`src/rtl/rob_retire.sv`:
```
// In-order reorder buffer: accepts renamed uops, marks them done from ring
// broadcasts or tag completions, retires one per cycle and tracks the committed map.
module rob_retire #(
    parameter int ARCHFILE_SIZE = 32,
    parameter int PHYSFILE_SIZE = 256,
    parameter int ROB_SIZE      = 16
) (
    input  logic                             clk,
    input  logic                             rst,
    input  logic                             disp_valid,
    input  logic [$clog2(ARCHFILE_SIZE)-1:0] disp_arch_wr,
    input  logic [$clog2(PHYSFILE_SIZE)-1:0] disp_phys_wr,
    output logic                             disp_ready,
    output logic [$clog2(ROB_SIZE)-1:0]      disp_tag,
    input  logic                             ring_update,
    input  logic [$clog2(PHYSFILE_SIZE)-1:0] phys_ring,
    input  logic                             ring_exc,
    input  logic                             cmp_valid,
    input  logic [$clog2(ROB_SIZE)-1:0]      cmp_tag,
    input  logic                             cmp_exc,
    output logic                             rob_update,
    output logic [$clog2(ARCHFILE_SIZE)-1:0] arch_rob_update,
    output logic [$clog2(PHYSFILE_SIZE)-1:0] arch_rob_nonspec_phys,
    output logic [$clog2(PHYSFILE_SIZE)-1:0] phys_rob_free,
    output logic                             rollback,
    output logic                             rob_full,
    output logic                             rob_empty,
    output logic [$clog2(ROB_SIZE):0]        rob_count
);

    localparam int AW = $clog2(ARCHFILE_SIZE);
    localparam int PW = $clog2(PHYSFILE_SIZE);
    localparam int TW = $clog2(ROB_SIZE);
    localparam int CW = TW + 1;

    typedef struct packed {
        logic          valid;
        logic          done;
        logic          exc;
        logic [AW-1:0] arch_wr;
        logic [PW-1:0] phys_wr;
    } entry_t;

    entry_t        rob_q  [ROB_SIZE];
    logic [PW-1:0] cmap_q [ARCHFILE_SIZE];
    logic [TW-1:0] head_q;
    logic [TW-1:0] tail_q;
    logic [CW-1:0] count_q;

    entry_t              head_entry;
    logic                disp_fire;
    logic                retire_ok;
    logic                retire_fault;
    logic                retire_write;
    logic [ROB_SIZE-1:0] ring_hit;
    logic [ROB_SIZE-1:0] cmp_hit;

    // Status is derived from the registered count only, so full/empty never
    // depend on pointer equality and disp_ready has no input-to-output path.
    assign rob_full   = (count_q == CW'(ROB_SIZE));
    assign rob_empty  = (count_q == '0);
    assign rob_count  = count_q;
    assign disp_ready = !rob_full;
    assign disp_tag   = tail_q;

    assign head_entry   = rob_q[head_q];
    assign disp_fire    = disp_valid && !rob_full;
    assign retire_ok    = head_entry.valid && head_entry.done && !head_entry.exc;
    assign retire_fault = head_entry.valid && head_entry.done && head_entry.exc;
    assign retire_write = retire_ok && (head_entry.arch_wr != '0);

    // Only entries already valid before this edge can match, so a uop being
    // dispatched right now never picks up a broadcast in the same cycle.
    always_comb begin
        for (int i = 0; i < ROB_SIZE; i++) begin
            ring_hit[i] = ring_update && rob_q[i].valid && (rob_q[i].arch_wr != '0) &&
                          (rob_q[i].phys_wr == phys_ring);
            cmp_hit[i]  = cmp_valid && rob_q[i].valid && (cmp_tag == TW'(i));
        end
    end

    // NOTE: the entry array is small enough to reset outright; this keeps
    // stale done/exc bits from ever being observed after a reset.
    always_ff @(posedge clk or negedge rst) begin
        if (!rst) begin
            for (int i = 0; i < ROB_SIZE; i++) begin
                rob_q[i] <= '0;
            end
        end else if (retire_fault) begin
            for (int i = 0; i < ROB_SIZE; i++) begin
                rob_q[i].valid <= 1'b0;
            end
        end else begin
            for (int i = 0; i < ROB_SIZE; i++) begin
                if (ring_hit[i] || cmp_hit[i]) begin
                    rob_q[i].done <= 1'b1;
                    rob_q[i].exc  <= rob_q[i].exc | (ring_hit[i] & ring_exc) |
                                     (cmp_hit[i] & cmp_exc);
                end
            end
            if (retire_ok) begin
                rob_q[head_q].valid <= 1'b0;
            end
            if (disp_fire) begin
                rob_q[tail_q] <= '{valid: 1'b1, done: 1'b0, exc: 1'b0,
                                   arch_wr: disp_arch_wr, phys_wr: disp_phys_wr};
            end
        end
    end

    // NOTE: all sequential state uses non-blocking assignments so every block
    // sees the pre-edge values regardless of evaluation order.
    always_ff @(posedge clk or negedge rst) begin
        if (!rst) begin
            head_q  <= '0;
            tail_q  <= '0;
            count_q <= '0;
        end else if (retire_fault) begin
            head_q  <= '0;
            tail_q  <= '0;
            count_q <= '0;
        end else begin
            if (retire_ok) begin
                head_q <= head_q + TW'(1);
            end
            if (disp_fire) begin
                tail_q <= tail_q + TW'(1);
            end
            count_q <= count_q + CW'(disp_fire) - CW'(retire_ok);
        end
    end

    // Committed map and retire outputs; data outputs hold between retires.
    always_ff @(posedge clk or negedge rst) begin
        if (!rst) begin
            rob_update            <= 1'b0;
            rollback              <= 1'b0;
            arch_rob_update       <= '0;
            arch_rob_nonspec_phys <= '0;
            phys_rob_free         <= '0;
            for (int i = 0; i < ARCHFILE_SIZE; i++) begin
                cmap_q[i] <= PW'(i);
            end
        end else begin
            rob_update <= retire_write;
            rollback   <= retire_fault;
            if (retire_write) begin
                arch_rob_update            <= head_entry.arch_wr;
                arch_rob_nonspec_phys      <= head_entry.phys_wr;
                phys_rob_free              <= cmap_q[head_entry.arch_wr];
                cmap_q[head_entry.arch_wr] <= head_entry.phys_wr;
            end
        end
    end

    update_rollback_exclusive: assert property (
        @(posedge clk) disable iff (!rst) !(rob_update && rollback));

    count_in_range: assert property (
        @(posedge clk) disable iff (!rst) count_q <= CW'(ROB_SIZE));

endmodule

```
`config.mk`:
```
export PLATFORM = sky130hd
export DESIGN_NAME = rob_retire
export DESIGN_NICKNAME = d
export VERILOG_FILES = /design/src/rtl/rob_retire.sv
export SDC_FILE = /design/constraint.sdc
export NUM_CORES = 1
export LEC_CHECK = 0
export ABC_CLOCK_PERIOD_IN_PS = 3180
export BUFFER_PORTS_ARGS = -buffer_cell sky130_fd_sc_hd__clkbuf_2
export CORE_MARGIN = 1
export CORE_UTILIZATION = 50
export DETAILED_ROUTE_END_ITERATION = 8
export PLACE_DENSITY = 0.69
export SLEW_MARGIN = 20
export SYNTH_ARGS = -nofsm -noshare
export SYNTH_HDL_FRONTEND = slang
export SYNTH_SLANG_ARGS = --single-unit
```
`constraint.sdc`:
```
create_clock -name clk -period 3.18 [get_ports clk]
set_clock_uncertainty 0.15 [all_clocks]
set_input_delay 0.159 -clock clk [delete_from_list [all_inputs] [get_ports clk]]
set_output_delay 0.159 -clock clk [all_outputs]
set_load 0.1 [all_outputs]
```
==> results by group, run 1 <==
Synth
  – Post-synthesis compound-gate area fraction: 0.0506
  – Synthesized area per cell: 13.1 um2
  – Synth unique cells: 52
  – Mux contribution to synthesized area: 0.300
  – Post-synthesis xor/xnor area fraction: 0.0373
  – Simple-gate area share of the yosys netlist: 0.0682
  – Adder-cell share of the synthesized area: 0.00723
  – Synth Cell Area: 27000 um2
  – Synth Net Count: 2113
  – Largest family of logic cells by synthesized area: multiplexers
  – Synth Flop Type: dfrtp_1
  – Post-synthesis sequential area ratio: 0.511
  – Yosys Warn Count: 0
  – Synthesized flop and latch total: 548
  – Cells after Synth: 2066
  – Async SR Flop Fraction: 1.00
  – Post-synth EDFFs: 0

Route
  – Drc violations: 0
  – ANT nets after route: 0
  – Routed vias/inst: 6.19
  – Total Routed Length: 81.1 mm
  – DR vias: 19.1k
  – DR iter-0 viols: 1458
  – 1st-pass router iterations: 7
  – WL per Instance: 26.3 um

Floorplan
  – Die X: 234 um
  – Boundary pin count: 67
  – Die footprint: 55000 um2
  – # rows: 84
  – Die Y: 234 um
  – Initial Utilization: 0.510
  – Core footprint: 53000 um2

Power and ir drop
  – Leakage power: 15.2 nW
  – P per Cell Area: 1180 nW/um2
  – Tot Pwr: 40.6 mW
  – Worst vdd ir: 0.803 mV

Cells and area
  – Final net count: 2402
  – Final Cell Area: 34500 um2
  – Share of post-route cells with drive strength above 1: 0.510
  – Most frequent cells in the layout: dfrtp_1 (461), mux2_2 (436), buf_4 (145)
  – Area Growth Syn to Fin: 27.6%
  – Commonest non-fill, non-tap cell in the layout: dfrtp_1
  – Fin util: 0.651

Min path
  – Worst Hold Class: in2reg

Status
  – Failing checks: setup timing
  – Status: finished with violations

CTS
  – Clock Tree Buf Depth: 3
  – Reg clk slew, reported paths: 0.06 ns
  – Root buffer cell: clkbuf_16
  – H-tree depth: 2
  – CTS sink cnt: 548
  – Latest clock arrival within the worst-skew pair: 0.62 ns
  – Clock buffer count from CTS: 56
  – CTS tree: built

Timing
  – Worst-margin pin slew: 0.738 ns
  – Part of the cycle the worst path needs: 1.07
  – Unrepaired setup endpoints after global routing: yes
  – Final hold vios: 0
  – Worst slew margin: 0.508
  – Max Slew Vio Count: 0
  – Final setup viols: 466
  – Setup WS post-layout: -0.224 ns
  – Tmin final: 3.40 ns
  – Max Clock Freq: 294 MHz

Global route
  – First-pass GRT wire length: 119 mm
  – Largest net degree at the start of global routing: 109
  – Total global-route track usage: 0.288
  – Number of global-route vias before repair: 19.6k
  – Antenna violations before repair: 1
  – Aggregate global routing overflow: 0

Worst setup path
  – Startpoint Class: flop
  – Max incr delay on CP: 0.56 ns
  – Crit Path Max Fanout: 6
  – CP most frequent cell: inv_2
  – Worst Path Required: 3.57 ns
  – CP Capture Type: flop
  – CP max-delay cell: mux4_2
  – Critical path cell sequence: mux4_2 > mux4_2 > nor2_4 > ha_4 > inv_2 > ha_4 > inv_2 > fa_2 > inv_2 > a21oi_2 > nor2_1 > or3_1 > a21oi_1
  – Critical path class: reg2reg
  – CP Data Arrival Time: 3.79 ns

Placement
  – Dpl cell area: 29900 um2
  – IO Port Bufs: 66
  – HPWL Detailed: 52.0 mm
  – GP Congestion: 0.932

Job
  – # Max-Cap Violations: 0
==> per-stage QoR <==
stage | setup slack [ns] | setup TNS (ns) | instances | hold WS [ns]
floorplan | -0.0463 | -0.816 | 2066 | -0.287
global placement | -0.378 | -68.03 | 2881 | -0.0199
detailed placement | -0.442 | -91.95 | 2881 | -0.00992
CTS | -0.151 | -21.83 | 3039 | 0.00372
global route | -0.299 | -78.77 | 3089 | 0.0340
finish | -0.224 | -45.98 | 3089 | 0.0178
==> synth_stat cells (all sizes together), types with 12 or more instances <==
cell type,n,area share
dfrtp,468,0.43
mux2,466,0.19
mux2i,132,0.049
nand2,110,0.017
xnor2,95,0.031
clkbuf,85,0.012
dfstp,80,0.078
o22ai,69,0.016
mux4,68,0.057
nor2,66,0.0093
buf,58,0.010
nand4,39,0.0090
o21a,32,0.0089
a21oi,30,0.0056
o21ai,27,0.0050
inv,25,0.0035
nand3,24,0.0044
nor3,23,0.0058
nor4,21,0.0057
or4,20,0.0056
xor2,20,0.0065
a31oi,14,0.0032
ha,14,0.0065
nor2b,14,0.0032
and3,12,0.0028
==> registers in the layout (all words and copies together) (netlist names) <==
register	cells
arch_rob_update	5
rob_update	1
disp_tag	4
rob_count	5
rob_q	256
cmap_q	256
head_q	4
phys_rob_free	8
rollback	1
arch_rob_nonspec_phys	8
==> where the power goes <==
part           switching [mW]  internal (mW)  total (mW)  leakage (nW)
Clock                    2.83           4.10        6.93         0.966
Combinational            11.4           10.1        21.5          7.30
Sequential               2.24           9.96        12.2          6.91
==> logic make-up after synthesis <==
logic type / Yosys count
AOI/OAI and AO/OA: 210
xor gates and xnor gates: 115
adders and majority gates: 15
buffers and inverters: 168
DFF: 548
muxes: 666
and+or+nand+nor: 344
==> worst paths after layout <==
path                                         start                 endpoint  slack (ns)  cells past startpoint
max                          head_q[0]$_DFFE_PN0P_   rob_count[4]$_DFF_PN0_       -0.22                     13
min                                disp_arch_wr[1]   rob_q[233]$_DFFE_PN0P_        0.02                      2
max reg2reg                  head_q[0]$_DFFE_PN0P_   rob_count[4]$_DFF_PN0_       -0.22                     13
min reg2reg                cmap_q[252]$_DFFE_PN0P_  cmap_q[252]$_DFFE_PN0P_        0.23                      0
max in group asynchronous                      rst    rob_q[25]$_DFFE_PN0P_        2.03                      4
min in group asynchronous                      rst   cmap_q[60]$_DFFE_PN1P_        0.12                      2
==> routing by layer <==
layer,routed length [um],global-route usage
met1,31700,0.360
met2,40900,0.492
met3,4290,0.0420
met4,4250,0.136
met5,0,0
==> critical path, delay by kind of cell, from the launching register on <==
family	cells	cell delay (ns)
buf+inv	3	0.13
simple gates	3	0.69
mux	2	1.10
compound gates	2	0.25
fa+ha+maj	3	0.53
flops	1	0.49
==> layout make-up <==
class,instances,area (um2)
antenna,1,2.50
tap,688,861
fill,3820,18500
timing repair buffer,373,4130
multi-input combinational,1350,13600
timing repair inverter,1,8.76
inverter,25,110
clock inverter,27,324
sequential,548,13800
clock buffer,76,1610
==> repair_timing <==
action | CTS | global route
gates cloned | 7 | 12
hold buffers | 15 | 0
pin swaps | 12 | 31
buffers inserted | 34 | 43
gates resized for setup | 129 | 186
hold endpoints to repair | 551 | 0
setup endpoints to repair | 524 | 497
Note: power is estimated with default switching activity, not from simulation.
==> run 2, diff against run 1 <==
- CORE_UTILIZATION: 50 -> 40
- PLACE_DENSITY: 0.69 -> unset
==> results by group, run 2 (synthesis gave the netlist of run 1 again) <==
Worst setup path
  – R2R depth: 13 (unchanged)
  – Worst R2R Setup Slack: -0.25 ns (was -0.22 ns)
  – Worst Path Required: 3.55 ns (was 3.57 ns)
  – Crit Reg-Reg Startpoint: head_q[1]$_DFFE_PN0P_ (was head_q[0]$_DFFE_PN0P_)
  – Critical path class: reg2reg (unchanged)
  – R2R Path End: rob_q[91]$_DFFE_PN0P_ (was rob_count[4]$_DFF_PN0_)
  – Crit Path Max Fanout: 7 (was 6)
  – CP Data Arrival Time: 3.79 ns (about the same)
  – CP Capture Type: flop (unchanged)
  – Startpoint Class: flop (unchanged)

Timing
  – Part of the cycle the worst path needs: 1.08 (was 1.07)
  – Worst slew margin: 0.395 (was 0.508)
  – Max Clock Freq: 292 MHz (was 294 MHz)
  – Tmin final: 3.43 ns (was 3.40 ns)
  – Final hold vios: 0 (unchanged)
  – Final setup viols: 501 (was 466)
  – Setup TNS Final: -54.50 ns (was -45.98 ns)
  – Setup WS post-layout: -0.245 ns (was -0.224 ns)
  – Worst-margin pin slew: 0.906 ns (was 0.738 ns)
  – Max Slew Vio Count: 0 (unchanged)
  – Unrepaired setup endpoints after global routing: yes (unchanged)

Route
  – DR iter-0 viols: 1222 (was 1458)
  – Routed vias/inst: 5.81 (was 6.19)
  – 1st-pass router iterations: 8 (was 7)
  – WL per Instance: 26.2 um (was 26.3 um)
  – ANT nets after route: 0 (unchanged)
  – Drc violations: 0 (unchanged)
  – Total Routed Length: 85.1 mm (was 81.1 mm)
  – DR vias: 18.9k (was 19.1k)

Global route
  – GR Util met1: 0.324 (was 0.360)
  – Largest net degree at the start of global routing: 93 (was 109)
  – GR Util met2: 0.422 (was 0.492)
  – Antenna violations before repair: 4 (was 1)
  – Number of global-route vias before repair: 20.0k (was 19.6k)
  – Total global-route track usage: 0.250 (was 0.288)
  – First-pass GRT wire length: 128 mm (was 119 mm)
  – Gr busiest metal: met2 (unchanged)
  – Met3 Use GR: 0.0325 (was 0.0420)
  – Aggregate global routing overflow: 0 (unchanged)

Floorplan
  – Core footprint: 66300 um2 (was 53000 um2)
  – # rows: 94 (was 84)
  – Boundary pin count: 67 (unchanged)
  – Die footprint: 68600 um2 (was 55000 um2)
  – Die X: 262 um (was 234 um)
  – Initial Utilization: 0.407 (was 0.510)
  – Die Y: 262 um (was 234 um)

CTS
  – Reg clk slew, reported paths: 0.06 ns (about the same)
  – Root buffer cell: clkbuf_16 (unchanged)
  – Clock Tree Buf Depth: 3 (unchanged)
  – CTS tree: built (unchanged)
  – Latest clock arrival within the worst-skew pair: 0.64 ns (was 0.62 ns)
  – CTS sink cnt: 548 (unchanged)
  – H-tree depth: 2 (unchanged)
  – Clock buffer count from CTS: 59 (was 56)

Power and ir drop
  – Logic pwr share: 0.517 (was 0.529)
  – Tot Pwr: 40.6 mW (about the same)
  – Net switching power: 16.3 mW (was 16.4 mW)
  – Worst vdd ir: 0.861 mV (was 0.803 mV)
  – Share of power burned in registers: 0.301 (was 0.300)
  – Leakage power: 15.5 nW (was 15.2 nW)
  – Internal: 24.2 mW (about the same)
  – P per Cell Area: 1170 nW/um2 (was 1180 nW/um2)
  – Net Sw Frac: 0.403 (was 0.405)
  – Clock network power share: 0.182 (was 0.171)

Cells and area
  – Biggest regs: cmap_q (256), rob_q (256) (unchanged)
  – Ant diodes: 0 (was 1)
  – Most frequent cells in the layout: dfrtp_1 (460), mux2_2 (335), buf_4 (150) (was dfrtp_1 (461), mux2_2 (436), buf_4 (145))
  – Commonest non-fill, non-tap cell in the layout: dfrtp_1 (unchanged)
  – Final net count: 2386 (was 2402)
  – Area Growth Syn to Fin: 28.7% (was 27.6%)
  – Share of post-route cells with drive strength above 1: 0.497 (was 0.510)
  – Filler instances: 5550 (was 3820)
  – Final cell count without fillers: 3252 (was 3089)

Min path
  – Worst Hold Class: in2async (was in2reg)

Status
  – Status: finished with violations (unchanged)
  – Failing checks: setup timing (unchanged)

Placement
  – IO Port Bufs: 66 (unchanged)
  – Placed cell count: 3064 (was 2881)
  – GP Congestion: 0.910 (was 0.932)
  – HPWL Detailed: 55.7 mm (was 52.0 mm)

Job
  – # Max-Cap Violations: 0 (unchanged)
run 2: worst max-delay path: stages (launching register included):
cell	delay (ns)
dfrtp_4	0.50
buf_12	0.15
mux4_2	0.43
mux4_2	0.54
buf_6	0.14
buf_6	0.12
nor2b_4	0.21
buf_8	0.16
nor4b_4	0.05
buf_12	0.17
nand2_4	0.07
buf_12	0.11
buf_12	0.15
mux2_4	0.31
run 2: metrics by stage:
step                 util  hold WS, ns  instance area, um2  setup WS, ns
floorplan               -       -0.287               27100       -0.0463
detailed placement  0.454        0.133               30100        -0.684
finish              0.524       0.0171               34700        -0.245
CTS                 0.517       0.0160               34300        -0.289
global placement    0.454        0.112               30100        -0.635
global route        0.524       0.0594               34700        -0.327
run 2: what timing repair did:
action / 4_1_cts / 5_1_grt
resized for setup: 281 / 86
endpoints found under the setup margin: 493 / 531
hold buffers: 22 / 0
pin swaps: 35 / 19
setup buffers: 47 / 12
hold endpoints to repair: 288 / 0
cloned: 9 / 3
run 2: worst max-delay path by stage:
stage	to	slack [ns]	startpoint	cells past startpoint
detailed placement	phys_rob_free[4]$_DFFE_PN0P_	-0.68	head_q[1]$_DFFE_PN0P_	12
floorplan	rob_count[4]$_DFF_PN0_	-0.05	head_q[1]$_DFFE_PN0P_	14
CTS	rob_count[4]$_DFF_PN0_	-0.29	head_q[1]$_DFFE_PN0P_	15
global route	rob_count[4]$_DFF_PN0_	-0.33	head_q[1]$_DFFE_PN0P_	15
global placement	phys_rob_free[4]$_DFFE_PN0P_	-0.63	head_q[1]$_DFFE_PN0P_	12
finish	rob_q[91]$_DFFE_PN0P_	-0.25	head_q[1]$_DFFE_PN0P_	13
run 2: per-layer routing:
metal,up-vias,part of all wire
met5,-,0.00028
met4,4,0.041
met3,171,0.049
met2,578,0.50
met1,10000,0.41
li1,8157,-
run 2: power by group through the flow:
stage | Sequential, mW | Combinational, mW | Clock (mW)
2_1_floorplan | 12.7 | 10.1 | 0
3_3_place_gp | 12.0 | 17.4 | 0
3_5_place_dp | 12.1 | 17.7 | 0
4_1_cts | 12.1 | 20.4 | 7.51
5_1_grt | 12.5 | 22.0 | 7.79
6_report | 12.2 | 21.0 | 7.38
run 2: area by class of cell:
cell class | count | area (um2) | area share
multi-input cells | 1350 | 13900 | 0.399
inverters | 25 | 110 | 0.00317
flip-flops and latches | 548 | 13800 | 0.398
repair buffers | 353 | 3770 | 0.109
clock buffers | 87 | 1710 | 0.0493
clock inverters | 23 | 363 | 0.0104
repair inverters | 2 | 25.0 | 0.000720
well taps | 864 | 1080 | 0.0311
==> run 3, diff against run 2 <==
- CORE_ASPECT_RATIO: unset -> 1.75
- PLACE_DENSITY: unset -> 0.54
==> results by group, run 3 (synthesis gave the netlist of run 1 again) <==
Route
  – Routed vias/inst: 5.69 (was 5.81)
  – Drc violations: 0 (unchanged)
  – DR iter-0 viols: 1073 (was 1222)
  – DR vias: 18.9k (about the same)
  – WL per Instance: 27.7 um (was 26.2 um)
  – ANT nets after route: 0 (unchanged)
  – 1st-pass router iterations: 5 (was 8)
  – Total Routed Length: 92.0 mm (was 85.1 mm)

Cells and area
  – Final net count: 2436 (was 2386)
  – Biggest regs: cmap_q (256), rob_q (256) (unchanged)
  – Area Growth Syn to Fin: 30.3% (was 28.7%)
  – Ant diodes: 0 (unchanged)
  – Commonest non-fill, non-tap cell in the layout: dfrtp_1 (unchanged)
  – Most frequent cells in the layout: dfrtp_1 (460), mux2_2 (436), buf_4 (185) (was dfrtp_1 (460), mux2_2 (335), buf_4 (150))
  – Share of post-route cells with drive strength above 1: 0.530 (was 0.497)
  – Fin util: 0.528 (was 0.524)
  – Filler instances: 5696 (was 5550)
  – Final cell count without fillers: 3323 (was 3252)

Floorplan
  – Core footprint: 66600 um2 (was 66300 um2)
  – Boundary pin count: 67 (unchanged)
  – Die X: 198 um (was 262 um)
  – # rows: 125 (was 94)
  – Initial Utilization: 0.405 (was 0.407)
  – Die Y: 346 um (was 262 um)
  – Die footprint: 68600 um2 (about the same)

Global route
  – First-pass GRT wire length: 131 mm (was 128 mm)
  – Total global-route track usage: 0.262 (was 0.250)
  – Antenna violations before repair: 3 (was 4)
  – Largest net degree at the start of global routing: 100 (was 93)
  – Number of global-route vias before repair: 19.7k (was 20.0k)
  – Aggregate global routing overflow: 0 (unchanged)

Placement
  – HPWL Detailed: 64.5 mm (was 55.7 mm)
  – Placed cell count: 3126 (was 3064)
  – IO Port Bufs: 66 (unchanged)
  – GP Congestion: 0.938 (was 0.910)

CTS
  – Clock Tree Buf Depth: 3 (unchanged)
  – CTS sink cnt: 548 (unchanged)
  – Latest clock arrival within the worst-skew pair: 0.62 ns (was 0.64 ns)
  – Reg clk slew, reported paths: 0.07 ns (was 0.06 ns)
  – H-tree depth: 2 (unchanged)
  – Clock buffer count from CTS: 54 (was 59)
  – CTS tree: built (unchanged)
  – Root buffer cell: clkbuf_16 (unchanged)

Power and ir drop
  – Leakage power: 15.6 nW (was 15.5 nW)
  – Tot Pwr: 42.0 mW (was 40.6 mW)
  – Worst vdd ir: 0.893 mV (was 0.861 mV)
  – P per Cell Area: 1190 nW/um2 (was 1170 nW/um2)

Timing
  – Worst slew margin: 0.537 (was 0.395)
  – Final hold vios: 0 (unchanged)
  – Part of the cycle the worst path needs: 1.07 (was 1.08)
  – Setup TNS Final: -55.25 ns (was -54.50 ns)
  – Max Slew Vio Count: 0 (unchanged)
  – Tmin final: 3.39 ns (was 3.43 ns)
  – Worst-margin pin slew: 0.694 ns (was 0.906 ns)
  – Max Clock Freq: 295 MHz (was 292 MHz)
  – Setup WS post-layout: -0.208 ns (was -0.245 ns)
  – Unrepaired setup endpoints after global routing: yes (unchanged)
  – Final setup viols: 498 (was 501)

Status
  – Failing checks: setup timing (unchanged)
  – Status: finished with violations (unchanged)

Worst setup path
  – CP Capture Type: flop (unchanged)
  – Critical path class: reg2reg (unchanged)
  – Startpoint Class: flop (unchanged)
  – Worst Path Required: 3.53 ns (was 3.55 ns)
  – Crit Path Max Fanout: 8 (was 7)
  – CP Data Arrival Time: 3.74 ns (was 3.79 ns)

Min path
  – Worst Hold Class: in2reg (was in2async)

Job
  – # Max-Cap Violations: 0 (unchanged)
==> run 3: changes by cell type in the layout (fill, tap and decap cells not counted), sizes merged <==
cell	change
clkbuf	+6
dlygate4sd3	-11
buf	+56
bufinv	-6
clkinv	+8
inv	-4
bufbuf	-3
==> run 3: power by group <==
| part | leakage [nW] | switching [mW] | total, mW | internal [mW] |
|---|---|---|---|---|
| registers | 6.91 | 2.42 | 12.4 | 9.96 |
| logic | 7.75 | 12.0 | 22.9 | 10.9 |
| clock network | 0.913 | 2.87 | 6.66 | 3.79 |
| total | 15.6 | 17.3 | 42.0 | 24.6 |
==> run 3: repair_timing <==
item	in CTS	in global routing
hold buffers	12	0
buffers inserted	15	53
gates resized for setup	142	210
setup endpoints to repair	517	521
pin swaps	21	34
cloned	2	18
endpoints found under the hold margin	485	0
==> run 3: area by class of cell <==
class / instances / area (um2) / share of cell area
Clock inverter: 23 / 203 / 0.00576
Timing Repair Buffer: 410 / 4460 / 0.127
Sequential cell: 548 / 13800 / 0.393
Multi-Input combinational cell: 1350 / 13900 / 0.394
Inverter: 25 / 96.3 / 0.00274
Clock buffer: 78 / 1630 / 0.0462
Tap cell: 889 / 1110 / 0.0316
==> run 3: final timing paths <==
kind	startpoint	endpoint	slack, ns	cells past startpoint
hold reg to reg	cmap_q[255]$_DFFE_PN0P_	cmap_q[255]$_DFFE_PN0P_	0.22	0
setup reg to reg	head_q[1]$_DFFE_PN0P_	cmap_q[166]$_DFFE_PN0P_	-0.21	14
min in group asynchronous	rst	cmap_q[100]$_DFFE_PN1P_	0.16	2
max in group asynchronous	rst	rob_count[2]$_DFF_PN0_	2.01	4
hold / removal	disp_phys_wr[1]	rob_q[97]$_DFFE_PN0P_	0.02	2
setup / recovery	head_q[1]$_DFFE_PN0P_	cmap_q[166]$_DFFE_PN0P_	-0.21	14
==> run 3: per-stage QoR <==
stage | hold slack [ns] | setup WS, ns | cell area [um2]
3_3_place_gp | -0.00142 | -0.666 | 30500
2_1_floorplan | -0.287 | -0.0463 | 27100
6_report | 0.0167 | -0.208 | 35200
4_1_cts | 0.000569 | -0.179 | 33400
3_5_place_dp | 0.00405 | -0.626 | 30500
5_1_grt | 0.0228 | -0.273 | 35200
==> run 3: critical path: stages, from the launching register on <==
cell,delay [ns]
dfrtp_2,0.42
buf_4,0.16
buf_4,0.15
mux4_2,0.30
mux4_2,0.57
nor2_4,0.14
buf_12,0.14
buf_4,0.11
buf_8,0.10
buf_4,0.11
and3_4,0.30
buf_4,0.16
nand2_4,0.04
buf_12,0.13
mux2_2,0.27
==> run 3: layer usage <==
layer,part of all wire,up-vias,track usage
met1,0.34,9901,0.267
met3,0.030,263,0.0281
li1,-,8252,-
met5,0.00014,-,0
met4,0.092,2,0.200
met2,0.54,486,0.483
